### src/rtl/cr_ifu_randclk_ctrl.sv
// Random clock-gate enable sequencer for the IFU instruction buffer.
// A seeded 16-bit LFSR, stepped once per dwell period, drives masked push/pop/entry-data enables.
module cr_ifu_randclk_ctrl #(
    parameter int                LFSR_W       = 16,
    parameter int                DWELL_W      = 4,
    parameter logic [LFSR_W-1:0] DEFAULT_SEED = 16'hACE1
) (
    input  logic               forever_cpuclk,
    input  logic               cpurst,
    input  logic               randclk_cfg_en,
    input  logic [LFSR_W-1:0]  randclk_cfg_seed,
    input  logic [DWELL_W-1:0] randclk_cfg_dwell,
    input  logic [31:0]        seu_ifu_randclk_mod_en,
    input  logic               ifu_randclk_freeze,
    output logic               randclk_ibuf_push_mod_en_w3,
    output logic               randclk_ibuf_pop_mod_en_w3,
    output logic [3:0]         randclk_ibuf_entry_data_mod_en_w16,
    output logic               randclk_ctrl_busy
);

    typedef enum logic [1:0] {ST_OFF, ST_SEED, ST_RUN, ST_HOLD} state_t;

    state_t             state_q;
    logic [LFSR_W-1:0]  lfsr_q;
    logic [LFSR_W-1:0]  lfsr_d;
    logic [LFSR_W-1:0]  seed_d;
    logic [DWELL_W-1:0] cnt_q;
    logic               push_q;
    logic               pop_q;
    logic [3:0]         entry_q;
    logic               busy_q;
    logic               unused_mask_hi;

    // Taps 16,14,13,11 (maximal length); zero state can never be entered.
    assign lfsr_d = {lfsr_q[LFSR_W-2:0], lfsr_q[15] ^ lfsr_q[13] ^ lfsr_q[12] ^ lfsr_q[10]};
    assign seed_d = (randclk_cfg_seed == '0) ? DEFAULT_SEED : randclk_cfg_seed;
    assign unused_mask_hi = ^seu_ifu_randclk_mod_en[31:6];

    always_ff @(posedge forever_cpuclk or posedge cpurst) begin
        if (cpurst) begin
            state_q <= ST_OFF;
            lfsr_q  <= DEFAULT_SEED;
            cnt_q   <= '0;
            push_q  <= 1'b0;
            pop_q   <= 1'b0;
            entry_q <= '0;
            busy_q  <= 1'b0;
        end else if (!randclk_cfg_en) begin
            // Disable wins over everything, including an active freeze.
            state_q <= ST_OFF;
            push_q  <= 1'b0;
            pop_q   <= 1'b0;
            entry_q <= '0;
            busy_q  <= 1'b0;
        end else begin
            busy_q <= 1'b1;
            case (state_q)
                ST_OFF: begin
                    state_q <= ST_SEED;
                    push_q  <= 1'b0;
                    pop_q   <= 1'b0;
                    entry_q <= '0;
                end
                ST_SEED: begin
                    state_q <= ST_RUN;
                    lfsr_q  <= seed_d;
                    cnt_q   <= '0;
                end
                ST_RUN: begin
                    if (ifu_randclk_freeze) begin
                        state_q <= ST_HOLD;
                    end else if (cnt_q == randclk_cfg_dwell) begin
                        cnt_q   <= '0;
                        lfsr_q  <= lfsr_d;
                        push_q  <= lfsr_d[0] & seu_ifu_randclk_mod_en[0];
                        pop_q   <= lfsr_d[1] & seu_ifu_randclk_mod_en[1];
                        entry_q <= lfsr_d[5:2] & seu_ifu_randclk_mod_en[5:2];
                    end else begin
                        cnt_q <= cnt_q + DWELL_W'(1);
                    end
                end
                ST_HOLD: begin
                    if (!ifu_randclk_freeze) begin
                        state_q <= ST_RUN;
                    end
                end
                default: state_q <= ST_OFF;
            endcase
        end
    end

    assign randclk_ibuf_push_mod_en_w3        = push_q;
    assign randclk_ibuf_pop_mod_en_w3         = pop_q;
    assign randclk_ibuf_entry_data_mod_en_w16 = entry_q;
    assign randclk_ctrl_busy                  = busy_q;

endmodule
### config.mk
export PLATFORM = sky130hd
export DESIGN_NAME = cr_ifu_randclk_ctrl
export DESIGN_NICKNAME = d
export VERILOG_FILES = /design/src/rtl/cr_ifu_randclk_ctrl.sv
export SDC_FILE = /design/constraint.sdc
export NUM_CORES = 1
export LEC_CHECK = 0
export BUFFER_PORTS_ARGS = -buffer_cell sky130_fd_sc_hd__buf_2
export CAP_MARGIN = 0
export CORE_MARGIN = 3
export CORE_UTILIZATION = 51
export DETAILED_ROUTE_END_ITERATION = 6
export GPL_TIMING_DRIVEN = 0
export HOLD_SLACK_MARGIN = 0.06
export PLACE_DENSITY_LB_ADDON = 0.12
export RECOVER_POWER = 50
export REMOVE_ABC_BUFFERS = 1
export SLEW_MARGIN = 15
export SYNTH_ARGS = -nofsm -noshare
export SYNTH_HDL_FRONTEND = slang
export SYNTH_SLANG_ARGS = --single-unit
### constraint.sdc
create_clock -name forever_cpuclk -period 2.5 [get_ports forever_cpuclk]
set_input_delay 0.625 -clock forever_cpuclk [delete_from_list [all_inputs] [get_ports forever_cpuclk]]
set_output_delay 0.625 -clock forever_cpuclk [all_outputs]
set_load 0.05 [all_outputs]
==> out/qor.txt <==
Power density over cell area: 791 nW/um2
Core Footprint: 2810 um2
Largest area contributor in the netlist: sky130_fd_sc_hd__dfrtp_1
Top cells by area in the synthesized netlist: sky130_fd_sc_hd__dfrtp_1, sky130_fd_sc_hd__dfstp_2, sky130_fd_sc_hd__mux2_2
Global-route wire length before repair: 4.82 mm
Post-synthesis cell type count: 32
Via count of the first global-routing pass: 1135
Timing-limited maximum frequency: 459 MHz
Longest individual stage delay on the worst path: 590 ps
Highest fanout seen on the critical path: 22
Kind of start point of the critical path: flop
Post-DR wirelength/cell: 14.9 um
Count of standard-cell rows: 19
Number of search-and-repair iterations in the first detailed-routing pass: 4
Combinational family with the most area after synthesis: multiplexers
Clock root cell: sky130_fd_sc_hd__clkbuf_4
Clock slew at reported path FFs: 90 ps
Worst Skew: 12.8 ps
Net count of the finished layout: 226
Number of inserted diodes: 0
Number of sinks on the clock net: 29
Post-CTS setup buffer count: 0
Post-synthesis cell area: 1520 um2
GRT Util Overall: 18.4%
Clock tree from TritonCTS: done
Main synth FF type: sky130_fd_sc_hd__dfrtp_1
Total die area: 3660 um2
Mapped Cells: 130
Multiplexer area fraction after synthesis: 19.4%
Final Hold Vio Count: 0
Worst Setup Path Type: flop to flop
Via density per instance: 5.63
Post-route clock period utilization: 87.1%
Crit path max-delay family: simple AND/OR/NAND/NOR gates
Simple-gate area share of the yosys netlist: 11.4%
Half-perimeter wire length after detailed placement: 2.22 mm
Synthesized-area fraction occupied by xor and xnor cells: 4.62%
FF-to-FF setup slack: 320 ps
Tightest Pin Transition: 1010 ps
Kind of path behind the tightest hold check: primary input to asynchronous set/reset pin
Result of the run: complete, no violations
Post-route DRC: 0
CP Cell Sequence: nand2b_4 > nor2_1 > a32o_2 > mux2_2
Floorplan die width: 60.5 um
CTS Buf Count: 5
Area fraction of the dominant cell type after synthesis: 34.7%
Clock latency reported for the late side of the worst-skew pair: 330 ps
Post-placement setup slack: -49.7 ps
FF-to-FF End: lfsr_q[9]$_DFFE_PP0P_
Slowest library cell on the worst path: sky130_fd_sc_hd__a32o_2
Flop and latch count out of synthesis: 29
Worst IR Drop VDD: 0.454 mV
Number of maximum-capacitance constraint violations: 0
Share of async-settable or async-resettable flops after synthesis: 100%
EDFF count, synth: 0
Starting DRC count in detailed routing: 38
Slew Limit Headroom: 32.5%
Leak pwr: 0.886 nW
RSZ-0062 raised after global routing: no
Pin count of the biggest net entering global routing: 30
Slew Viols, Final: 0
Share of the synthesized area in compound gates (AO/OA/AOI/OAI): 10.6%
Share of the yosys chip area belonging to registers: 48.6%
Routed WL: 3.00 mm
Layout area overhead: 16.7%
Register-to-Register Path Depth: 4
Crit path setup slack, layout: 323 ps
Total of warnings raised by yosys: 0
Post-Synth Adder-Cell Area: 0.826%
Startpoint of the worst register-to-register path: state_q[0]$_DFFE_PP0P_
Data required time at the worst endpoint: 2710 ps
Critical path buffers and inverters: 0
Total Neg Setup Slack: 0 ps
PortBufs: 36
Count leader, synth: sky130_fd_sc_hd__dfrtp_1
Top-level port count: 63
Antenna violations before repair: 0
Starting Density: 54.0%
Via total after detailed routing: 1131
Number of non-filler instances in the completed layout: 201
Crit path capture type: flop
Commonest cells post-synth: sky130_fd_sc_hd__dfrtp_1, sky130_fd_sc_hd__mux2_2, sky130_fd_sc_hd__inv_1
Arrival time at the worst endpoint: 2390 ps
H-Tree Depth: 2
Antenna violation net count after detailed routing: 0
CTS Buffer Depth: 2
GRT Residual Overflow: 0
FILL cells: 239
Routability Congestion: 0.768
Gates resized, CTS repair: 0
Minimum period implied by the final worst setup slack: 2180 ps
Chip Height: 60.5 um
Utilization of the core after routing: 63.0%
Placed Cells incl. Taps: 193
Number of hold buffers added after cts: 0
Final setup viols: 0
Syn Area/Cell: 11.7 um2
Smallest hold slack: 399 ps
Fraction of final layout cells sized beyond drive strength 1: 42.9%
-- report_power, final --
part / total (mW) / leakage (nW) / internal (mW) / switching, mW
clock: 0.291 / 0.0326 / 0.139 / 0.153
sequential: 0.726 / 0.355 / 0.641 / 0.0849
combinational: 0.381 / 0.498 / 0.188 / 0.193
total: 1.40 / 0.886 / 0.967 / 0.431
-- area by class of cell --
| cell class | count | area, um2 | share of cell area (%) |
|---|---|---|---|
| flip-flops and latches | 29 | 736 | 41.6 |
| multi-input cells | 85 | 711 | 40.2 |
| repair buffers | 36 | 179 | 10.1 |
| clock buffers | 8 | 58.8 | 3.33 |
| inverters | 12 | 45.0 | 2.55 |
| well taps | 31 | 38.8 | 2.19 |
-- layout by cell type, fill, tap and decap left out, drive strengths merged, types with 4 or more instances in the layout --
master,netlist,routed
and3,6,6
buf,3,35
clkbuf,1,9
dfrtp,21,21
dfstp,8,8
inv,12,11
mux2,19,19
mux2i,8,8
nand2,5,5
nor2,6,6
o21ai,6,6
o22ai,8,8
or4,4,4
xnor2,6,6
-- worst max-delay path by stage --
stage	from	endpoint	slack, ps	cells after the start
final	state_q[0]$_DFFE_PP0P_	lfsr_q[9]$_DFFE_PP0P_	320	4
after global routing	state_q[0]$_DFFE_PP0P_	lfsr_q[1]$_DFFE_PP0P_	160	4
after CTS	state_q[0]$_DFFE_PP0P_	lfsr_q[9]$_DFFE_PP0P_	70	4
after detailed placement	randclk_cfg_en	lfsr_q[9]$_DFFE_PP0P_	-50	5
after global placement	randclk_cfg_en	lfsr_q[3]$_DFFE_PP0P_	-10	5
after floorplan	randclk_cfg_dwell[2]	lfsr_q[12]$_DFFE_PP0P_	380	4
-- per-layer routing --
metal	vias to the layer above	wire length [um]	GRT usage, %	share of wire (%)
li1	547	-	-	-
met4	0	45	9.29	1.5
met1	543	1250	21.1	42
met2	36	1540	29.9	52
met5	-	0	0	0
met3	5	161	7.45	5.4
-- per-stage QoR --
stage | cell area [um2] | total power [mW]
finish | 1770 | 1.40
global route | 1770 | 1.50
CTS | 1770 | 1.42
detailed placement | 1710 | 1.12
global placement | 1710 | 1.10
floorplan | 1490 | 1.00
-- cell families (layout without fill, tap and decap cells) --
kind of cell	after synthesis	in the layout
XOR/XNOR	8	8
adder cells (fa/ha/maj)	1	1
multiplexers	27	27
AO/OA/AOI/OAI	22	22
buffers and inverters	16	56
flip-flops	29	29
AND/OR/NAND/NOR	27	27
-- flip-flops by register name (all words and copies together) (netlist names) --
register / count
cnt_q: 4
randclk_ibuf_pop_mod_en_w3: 1
state_q: 2
randclk_ctrl_busy: 1
lfsr_q: 16
randclk_ibuf_push_mod_en_w3: 1
randclk_ibuf_entry_data_mod_en_w16: 4
(Power assumes the default switching activity.)
